$ cat src/rtl/mips150_mem_pkg.sv
// Shared encodings for the MIPS150 unified-memory path: arbiter states and the
// decoder's MemWrite / Mask codes.
package mips150_mem_pkg;

    localparam logic [1:0] ST_IDLE  = 2'd0;
    localparam logic [1:0] ST_DATA  = 2'd1;
    localparam logic [1:0] ST_FETCH = 2'd2;
    localparam logic [1:0] ST_RESP  = 2'd3;

    localparam logic [1:0] MW_LOAD = 2'b00;
    localparam logic [1:0] MW_SB   = 2'b01;
    localparam logic [1:0] MW_SH   = 2'b10;
    localparam logic [1:0] MW_SW   = 2'b11;

    localparam logic [2:0] MASK_LB  = 3'b000;
    localparam logic [2:0] MASK_LH  = 3'b001;
    localparam logic [2:0] MASK_LW  = 3'b010;
    localparam logic [2:0] MASK_LBU = 3'b011;
    localparam logic [2:0] MASK_LHU = 3'b100;

endpackage

$ cat src/rtl/mips150_mem_align.sv
// Byte-lane store generation, load extract/extend and misalignment detection
// for one data access. Purely combinational.
module mips150_mem_align
    import mips150_mem_pkg::*;
(
    input  logic [1:0]  memwrite,
    input  logic [2:0]  mask,
    input  logic [1:0]  addr,
    input  logic [31:0] wdata,
    input  logic [31:0] rword,
    output logic [3:0]  we,
    output logic [31:0] wlanes,
    output logic [31:0] rext,
    output logic        misaligned
);

    logic [7:0]  rbyte;
    logic [15:0] rhalf;

    always_comb begin
        we     = '0;
        wlanes = wdata;
        case (memwrite)
            MW_SB: begin
                we     = 4'b0001 << addr;
                wlanes = {4{wdata[7:0]}};
            end
            MW_SH: begin
                we     = addr[1] ? 4'b1100 : 4'b0011;
                wlanes = {2{wdata[15:0]}};
            end
            MW_SW:   we = 4'b1111;
            default: we = '0;
        endcase
    end

    always_comb begin
        case (addr)
            2'd0:    rbyte = rword[7:0];
            2'd1:    rbyte = rword[15:8];
            2'd2:    rbyte = rword[23:16];
            default: rbyte = rword[31:24];
        endcase
        rhalf = addr[1] ? rword[31:16] : rword[15:0];
    end

    // Undefined Mask codes fall through to the raw word.
    always_comb begin
        case (mask)
            MASK_LB:  rext = {{24{rbyte[7]}}, rbyte};
            MASK_LBU: rext = {24'd0, rbyte};
            MASK_LH:  rext = {{16{rhalf[15]}}, rhalf};
            MASK_LHU: rext = {16'd0, rhalf};
            default:  rext = rword;
        endcase
    end

    always_comb begin
        misaligned = 1'b0;
        case (memwrite)
            MW_SH: misaligned = addr[0];
            MW_SW: misaligned = |addr;
            MW_LOAD: begin
                if (mask == MASK_LH || mask == MASK_LHU)
                    misaligned = addr[0];
                else if (mask == MASK_LW)
                    misaligned = |addr;
            end
            default: misaligned = 1'b0;
        endcase
    end

endmodule

$ cat src/rtl/mips150_mem_arbiter.sv
// Shares the single-ported unified memory between instruction fetch and
// load/store, with a bounded data-priority run to keep fetch from starving.
module mips150_mem_arbiter
    import mips150_mem_pkg::*;
#(
    parameter int unsigned MAX_DATA_RUN = 4
) (
    input  logic        clk,
    input  logic        rst,
    input  logic        if_req,
    input  logic [31:0] if_addr,
    output logic [31:0] if_rdata,
    output logic        if_valid,
    input  logic        dm_req,
    input  logic [1:0]  dm_memwrite,
    input  logic [2:0]  dm_mask,
    input  logic [31:0] dm_addr,
    input  logic [31:0] dm_wdata,
    output logic [31:0] dm_rdata,
    output logic        dm_valid,
    output logic        err_misaligned,
    output logic        stall,
    output logic        mem_req,
    output logic [3:0]  mem_we,
    output logic [29:0] mem_addr,
    output logic [31:0] mem_wdata,
    input  logic [31:0] mem_rdata,
    input  logic        mem_ack
);

    localparam int unsigned RUN_W = $clog2(MAX_DATA_RUN + 1);
    localparam logic [RUN_W-1:0] RUN_MAX = RUN_W'(MAX_DATA_RUN);

    logic [1:0]       state;
    logic [RUN_W-1:0] run;

    logic [3:0]  al_we;
    logic [31:0] al_wlanes;
    logic [31:0] al_rext;
    logic        al_misaligned;
    logic        data_grant;

    mips150_mem_align u_align (
        .memwrite   (dm_memwrite),
        .mask       (dm_mask),
        .addr       (dm_addr[1:0]),
        .wdata      (dm_wdata),
        .rword      (mem_rdata),
        .we         (al_we),
        .wlanes     (al_wlanes),
        .rext       (al_rext),
        .misaligned (al_misaligned)
    );

    assign data_grant = dm_req & (~if_req | (run < RUN_MAX));
    assign stall      = (if_req & ~if_valid) | (dm_req & ~dm_valid);

    always_ff @(posedge clk or posedge rst) begin
        if (rst) begin
            state          <= ST_IDLE;
            run            <= '0;
            mem_req        <= 1'b0;
            mem_we         <= '0;
            mem_addr       <= '0;
            mem_wdata      <= '0;
            if_rdata       <= '0;
            dm_rdata       <= '0;
            if_valid       <= 1'b0;
            dm_valid       <= 1'b0;
            err_misaligned <= 1'b0;
        end else begin
            if_valid       <= 1'b0;
            dm_valid       <= 1'b0;
            err_misaligned <= 1'b0;
            case (state)
                ST_IDLE: begin
                    if (data_grant) begin
                        if (if_req)
                            run <= (run == RUN_MAX) ? run : run + 1'b1;
                        else
                            run <= '0;
                        if (al_misaligned) begin
                            state <= ST_RESP;
                        end else begin
                            mem_req   <= 1'b1;
                            mem_addr  <= dm_addr[31:2];
                            mem_we    <= al_we;
                            mem_wdata <= al_wlanes;
                            state     <= ST_DATA;
                        end
                    end else if (if_req) begin
                        run      <= '0;
                        mem_req  <= 1'b1;
                        mem_addr <= if_addr[31:2];
                        mem_we   <= '0;
                        state    <= ST_FETCH;
                    end
                end
                ST_DATA: begin
                    if (mem_ack) begin
                        mem_req  <= 1'b0;
                        dm_rdata <= (dm_memwrite == MW_LOAD) ? al_rext : '0;
                        dm_valid <= 1'b1;
                        state    <= ST_IDLE;
                    end
                end
                ST_FETCH: begin
                    if (mem_ack) begin
                        mem_req  <= 1'b0;
                        if_rdata <= mem_rdata;
                        if_valid <= 1'b1;
                        state    <= ST_IDLE;
                    end
                end
                default: begin
                    dm_rdata       <= '0;
                    dm_valid       <= 1'b1;
                    err_misaligned <= 1'b1;
                    state          <= ST_IDLE;
                end
            endcase
        end
    end

endmodule

$ cat config.mk
export PLATFORM = sky130hd
export DESIGN_NAME = mips150_mem_arbiter
export DESIGN_NICKNAME = d
export VERILOG_FILES = /design/src/rtl/mips150_mem_pkg.sv /design/src/rtl/mips150_mem_align.sv /design/src/rtl/mips150_mem_arbiter.sv
export SDC_FILE = /design/constraint.sdc
export NUM_CORES = 1
export LEC_CHECK = 0
export CAP_MARGIN = 20
export CORE_ASPECT_RATIO = 1.4
export CORE_MARGIN = 8
export CORE_UTILIZATION = 48
export CTS_CLUSTER_DIAMETER = 150
export DETAILED_ROUTE_END_ITERATION = 6
export HOLD_SLACK_MARGIN = 0.12
export PLACE_DENSITY_LB_ADDON = 0.05
export REMOVE_ABC_BUFFERS = 1
export SETUP_SLACK_MARGIN = 0.4
export SYNTH_ARGS = -nofsm -noshare
export SYNTH_HDL_FRONTEND = slang
export SYNTH_SLANG_ARGS = --single-unit
export TNS_END_PERCENT = 5
$ cat constraint.sdc
create_clock -name clk -period 6.5 [get_ports clk]
set_input_delay 0.65 -clock clk [delete_from_list [all_inputs] [get_ports clk]]
set_output_delay 0.65 -clock clk [all_outputs]
set_load 0.03 [all_outputs]
==> run metrics, run 1 <==
DRC viols 0; wire per inst 19.0 µm; FFs w/ async S/R, synth 1.00; TritonCTS clock tree built; input/output buffers 270; max incr delay on CP 0.83 ns; xor/xnor cell area share of the yosys netlist 0.00251; top-count cell post-synth nand2_1; CP max FO 34; sequential share of power 0.296; synth cell count leaders nand2_1, dfrtp_1, o21ai_0, mux2_2, nor2_1; Final Slew Violations 0; worst IR drop on VDD 264 µV; Yosys warnings 0; top cell type's share of synthesized area 0.499; drt via density 5.35; Max Root-Sink Buffers 2; status finished, final reports clean; Fillers 1072; Worst-Skew Late Latency 0.42 ns; Leak 0.00459 µW; Max Freq 324 MHz; first-pass GRT wire length 34300 µm; antenna violations before repair 0; post-CTS sizing 0; crit path launch type input pin; Synth-to-Final Area Change 50.2%; clk_skew 0.00856 ns; Post-CTS Setup Inserts 0; largest family of logic cells by synthesized area multiplexers; Comb pwr share 0.489; CTS sink cnt 139; r2r startpoint state[1]; Pint 2860 µW; share of power burned in the clock network 0.215; clk slew on worst S/H paths 0.06 ns; sequential-to-total area share from yosys stat 0.499; pin count of the biggest net entering global routing 79; grt total ovfl 0; CTS H-Tree Depth 4; io pins 273; Slowest-stage cell, CP clkdlybuf4s50_1; synthesized flop and latch total 139; Reg2Reg Setup Slack 3.87 ns; area of the multi-input gates 3260 µm²; total die area 18700 µm²; Die Wd 118 µm; nets 1094; FP Rows 52; Pre-antenna DRT Iters 5; EDFF count, synth 0; max-cap violations 0; Netlist cell types 42; n_diodes 0; commonest register cell after synthesis dfrtp_1; Psw 1810 µW; DP Wirelength 15700 µm; slew margin rel. 0.369; instance count of the mapped netlist 684; clock root buffer clkbuf_16; vias in the first global route 6416; Worst EP arrival 3.38 ns; final setup vio count 0; Final ANT Viol Nets 0; routed vias 6132; Worst Path Required 6.80 ns; Finished Core Util 0.731; adder-cell share of the synthesized area 0.0198; delay-heaviest family, CP buffers and inverters; hold crit path type reg -> reg; synthesized area 6970 µm²; # hold bufs at CTS 0; GRT Total Usage 0.231; Yosys top cell by area dfrtp_1; Hold Fails Final Rpt 0; die height 159 µm; WP buf/inv 2; Tcrit/Tclk final 0.475; Fin Setup TNS 0 ns; time the worst path needs with I/O delays and setup 3.09 ns; Synth Area in Simple Gates 0.135; hold path cells 2; worst-case hold path end point dm_rdata[7]; Num CTS Buffers 17; Sw Share 0.387; Synth area leaders dfrtp_1, nand2_1, mux2_2; register area 3480 µm²; initial drt markers 375; cell area power density 446 nW/µm²; crit path kind in -> reg; total length of routed wires 21700 µm; crit end category flip-flop; final estimated routing congestion in global placement 0.810; core area 14300 µm²; Hold Crit Start dm_rdata[7]; mux cell area share after synthesis 0.185; share of cells above drive strength 1 0.139; synthesized area per cell 10.2 µm²; Worst-Margin Slew 0.943 ns; FF-to-FF End dm_rdata[29]; Initial Util 0.487; CP cell instances clkdlybuf4s50_1, nor2b_1, a32oi_1, a21oi_2, a21oi_4, buf_4, mux2_2; unrepaired setup endpoints after global routing false; compound-gate portion of the synthesized area 0.124; Reg2Reg Depth 7
## worst max-delay path by stage
stage	end	cells past startpoint	startpoint	slack [ns]
finish	mem_addr[27]	7	dm_addr[0]	3.41
global route	mem_addr[27]	7	dm_addr[0]	3.21
CTS	mem_addr[27]	7	dm_addr[0]	3.40
detailed placement	mem_addr[27]	7	dm_addr[0]	3.01
global placement	dm_rdata[18]	6	dm_addr[0]	2.76
floorplan	dm_rdata[0]	1	rst	2.13
## through the flow
| step | std cells | hold slack, ns | instance area, µm² | power (µW) | setup WS, ns |
|---|---|---|---|---|---|
| after floorplan | 646 | 0.492 | 6790 | 2690 | 2.13 |
| after global placement | 1112 | 0.461 | 9800 | 3620 | 2.76 |
| after detailed placement | 1113 | 0.459 | 9810 | 3680 | 3.01 |
| after CTS | 1144 | 0.471 | 10400 | 4700 | 3.40 |
| after global routing | 1146 | 0.498 | 10500 | 4890 | 3.21 |
| final | 1146 | 0.468 | 10500 | 4660 | 3.41 |
## logic make-up after synthesis
group,Yosys count
compound gates,152
simple gates,228
flops,139
buf+inv,54
mux,98
xor+xnor,2
fa+ha+maj,11
## layout make-up
| class | count | share of cell area |
|---|---|---|
| well taps | 189 | 0.0226 |
| flip-flops and latches | 139 | 0.333 |
| multi-input cells | 491 | 0.312 |
| inverters | 16 | 0.00622 |
| repair buffers | 280 | 0.269 |
| clock buffers | 22 | 0.0453 |
| clock inverters | 9 | 0.0130 |
## power groups by stage
stage / registers, µW / logic [µW] / clock network [µW]
final: 1380 / 2280 / 1000
after global routing: 1420 / 2410 / 1060
after CTS: 1380 / 2300 / 1020
after detailed placement: 1390 / 2280 / 0
after global placement: 1370 / 2250 / 0
after floorplan: 2020 / 669 / 0
## registers in the layout (all words and copies together), names as in the netlist, 2 cells and up
name / flops
mem_we: 4
if_rdata: 32
run: 3
mem_addr: 30
mem_wdata: 32
dm_rdata: 32
state: 2
## worst min-delay path, stage by stage (launching register included)
cell and delay (ns):
dfrtp_1 0.34, nand2_1 0.05, nand2_1 0.05
## layer usage
layer / track usage / wire [µm] / vias to the layer above
li1: - / - / 2865
met1: 0.261 / 8570 / 2968
met2: 0.387 / 10600 / 255
met3: 0.0884 / 1880 / 44
met4: 0.0936 / 687 / 0
met5: 0 / 0 / -
## layout by cell type, fill, tap and decap left out, drive strengths merged, types with 2 or more instances in the layout
master / count
clkbuf: 22
clkdlybuf4s50: 270
a22oi: 8
bufinv: 3
o221ai: 8
buf: 10
a21oi: 33
mux2: 81
nand2: 165
o22ai: 2
mux2i: 9
a22o: 2
mux4: 8
o21ai: 89
xor2: 2
clkinvlp: 2
clkinv: 2
ha: 11
inv: 18
nor3: 4
nor2: 37
dfrtp: 139
nor2b: 16
Power figures use the tool's default switching activity.
==> run 2, diff against run 1 <==
Settings changed: CORE_UTILIZATION 48 to 40.
Clock period 6.5 ns to 2.7 ns, I/O delays scaled along.
==> run 2 against run 1 <==
First-iteration DRC count down 14%. Non-clock buffer count up 15. Power up 150%. Critical path depth up 2. Combinational power up 140%. Sequential power up 140%. Highest routed layer unchanged. Final area up 2.1%. Count of clock-buffer cells in the layout down 2. Largest cell class unchanged. Core utilization down 11 points. Via count down 0.34%. Cell count up 5.5%.
==> run metrics, run 2 (same netlist as run 1, synthesis figures left out) <==
Final Slew Violations 0 (unchanged); crit path kind in -> reg; CTS H-Tree Depth 4 (unchanged); most frequent cells in the layout clkdlybuf4s50_1, nand2_1, dfrtp_1; io pins 273 (unchanged); register area 3480 µm² (unchanged); Worst Path Required 3.00 ns (-3.80 ns); crit path launch type input pin; GRT Total Usage 0.210 (-0.0207); Worst-Margin Slew 0.599 ns (-0.344 ns); Initial Util 0.405 (-0.0814); drt via density 5.05 (-5.5%); worst IR drop on VDD 580 µV (+120%); FF-to-FF End mem_wdata[1]; Finished Core Util 0.621 (-0.109); total die area 22000 µm² (+18%); grt total ovfl 0 (unchanged); Num CTS Buffers 17 (unchanged); clock root buffer clkbuf_16; Largest regs dm_rdata (32), if_rdata (32), mem_wdata (32); share of cells above drive strength 1 0.153 (+0.0143); final estimated routing congestion in global placement 0.824 (+1.8%); Final ANT Viol Nets 0 (unchanged); first-pass GRT wire length 36100 µm (+5.3%); Die Wd 128 µm (+8.2%); routed vias 6111 (-0.34%); unrepaired setup endpoints after global routing false; slew margin rel. 0.600 (+0.231); Fillers 1439 (+34%); Pre-antenna DRT Iters 4 (-1); Worst-Skew Late Latency 0.42 ns (about the same); input/output buffers 270 (unchanged); antenna violations before repair 0 (unchanged); pin count of the biggest net entering global routing 57 (-28%); initial drt markers 322 (-14%); r2r startpoint state[0]; Hold Fails Final Rpt 0 (unchanged); wire per inst 18.7 µm (-1.2%); Fin Setup TNS 0 ns (unchanged); Synth-to-Final Area Change 53.3%; status finished, final reports clean; clk_skew 0.00718 ns (-0.00139 ns); Max Freq 459 MHz; Tcrit/Tclk final 0.806; worst setup path start dm_memwrite[0]; Reg2Reg Depth 7 (unchanged); fin cells 1209 (+5.5%); area of the multi-input gates 3260 µm² (unchanged); clk slew on worst S/H paths 0.06 ns (about the same); TritonCTS clock tree built; max-cap violations 0 (unchanged); crit end category flip-flop; CTS sink cnt 139 (unchanged); die height 172 µm (+8.6%); DRC viols 0 (unchanged); DP Wirelength 17200 µm (+9.3%); worst setup path endpoint mem_addr[27]; hold crit path type in -> async; nets 1109 (+1.4%); final setup vio count 0 (unchanged); most common cell after layout, fill and taps aside clkdlybuf4s50_1; time the worst path needs with I/O delays and setup 2.18 ns; dpl cells 1177 (+5.8%); vias in the first global route 6511 (+1.5%); Leak 0.00469 µW (+2.0%); core area 17200 µm² (+20%); cell area power density 1070 nW/µm² (+140%); CP max FO 34 (unchanged); Max Root-Sink Buffers 2 (unchanged); Worst EP arrival 2.47 ns (-0.91 ns); Reg2Reg Setup Slack 0.56 ns (-3.31 ns); total length of routed wires 22700 µm (+4.3%); FP Rows 57 (+9.6%)
==> run 2: cell types whose count changed in the layout (fill, tap and decap cells not counted), sizes merged <==
cell,delta
bufinv,+2
clkbuf,-2
clkinv,+2
diode,+1
inv,-2
buf,+15
==> run 2: per-stage QoR <==
| step | power (µW) | instance area, µm² | hold slack [ns] | worst slack, ns |
|---|---|---|---|---|
| after floorplan | 6480 | 6790 | 0.402 | -1.29 |
| after global placement | 8830 | 10000 | 0.462 | 0.181 |
| after detailed placement | 8950 | 10000 | 0.460 | 0.102 |
| after CTS | 11600 | 10700 | 0.298 | 0.506 |
| after global routing | 12000 | 10700 | 0.304 | 0.429 |
| final | 11400 | 10700 | 0.254 | 0.523 |
==> run 2: worst min-delay path by stage <==
stage                 from            to  slack (ns)  cells after the start
2_1_floorplan  dm_wdata[0]  mem_wdata[0]        0.40                      1
3_3_place_gp   dm_rdata[7]   dm_rdata[7]        0.46                      2
3_5_place_dp   dm_rdata[7]   dm_rdata[7]        0.46                      2
4_1_cts                rst   mem_addr[0]        0.30                      2
5_1_grt                rst  mem_addr[24]        0.30                      2
6_report               rst   mem_addr[0]        0.25                      2
==> run 2: critical path, cell delays in order <==
cell and delay [ns]:
clkdlybuf4s50_1 0.51, inv_1 0.10, ha_1 0.25, and4bb_1 0.22, o22ai_1 0.17, a21oi_2 0.14, a21oi_4 0.17, buf_12 0.27
mux2_2 0.37
==> run 2: cell type report <==
type                    instances  share of cell area
inverters                      16             0.00609
flip-flops and latches        139               0.326
repair buffers                295               0.274
diodes                          1            0.000234
multi-input cells             491               0.305
clock inverters                11              0.0180
well taps                     236              0.0277
clock buffers                  20              0.0428
==> run 2: timing repair <==
item / 4_1_cts / 5_1_grt
setup buffers: 0 / 0
setup endpoints to repair: 0 / 6
hold buffers: 0 / 0
resized for setup: 0 / 1
==> run 2: routing by layer <==
| metal | up-vias | GRT usage | wire length (µm) |
|---|---|---|---|
| li1 | 2907 | - | - |
| met1 | 2944 | 0.234 | 8690 |
| met2 | 225 | 0.362 | 11500 |
| met3 | 35 | 0.0651 | 1850 |
| met4 | 0 | 0.0970 | 626 |
| met5 | - | 0 | 0 |
==> run 2: power by group <==
part	internal, µW	switching, µW
registers	2890	429
logic	2500	3050
clock network	1680	894
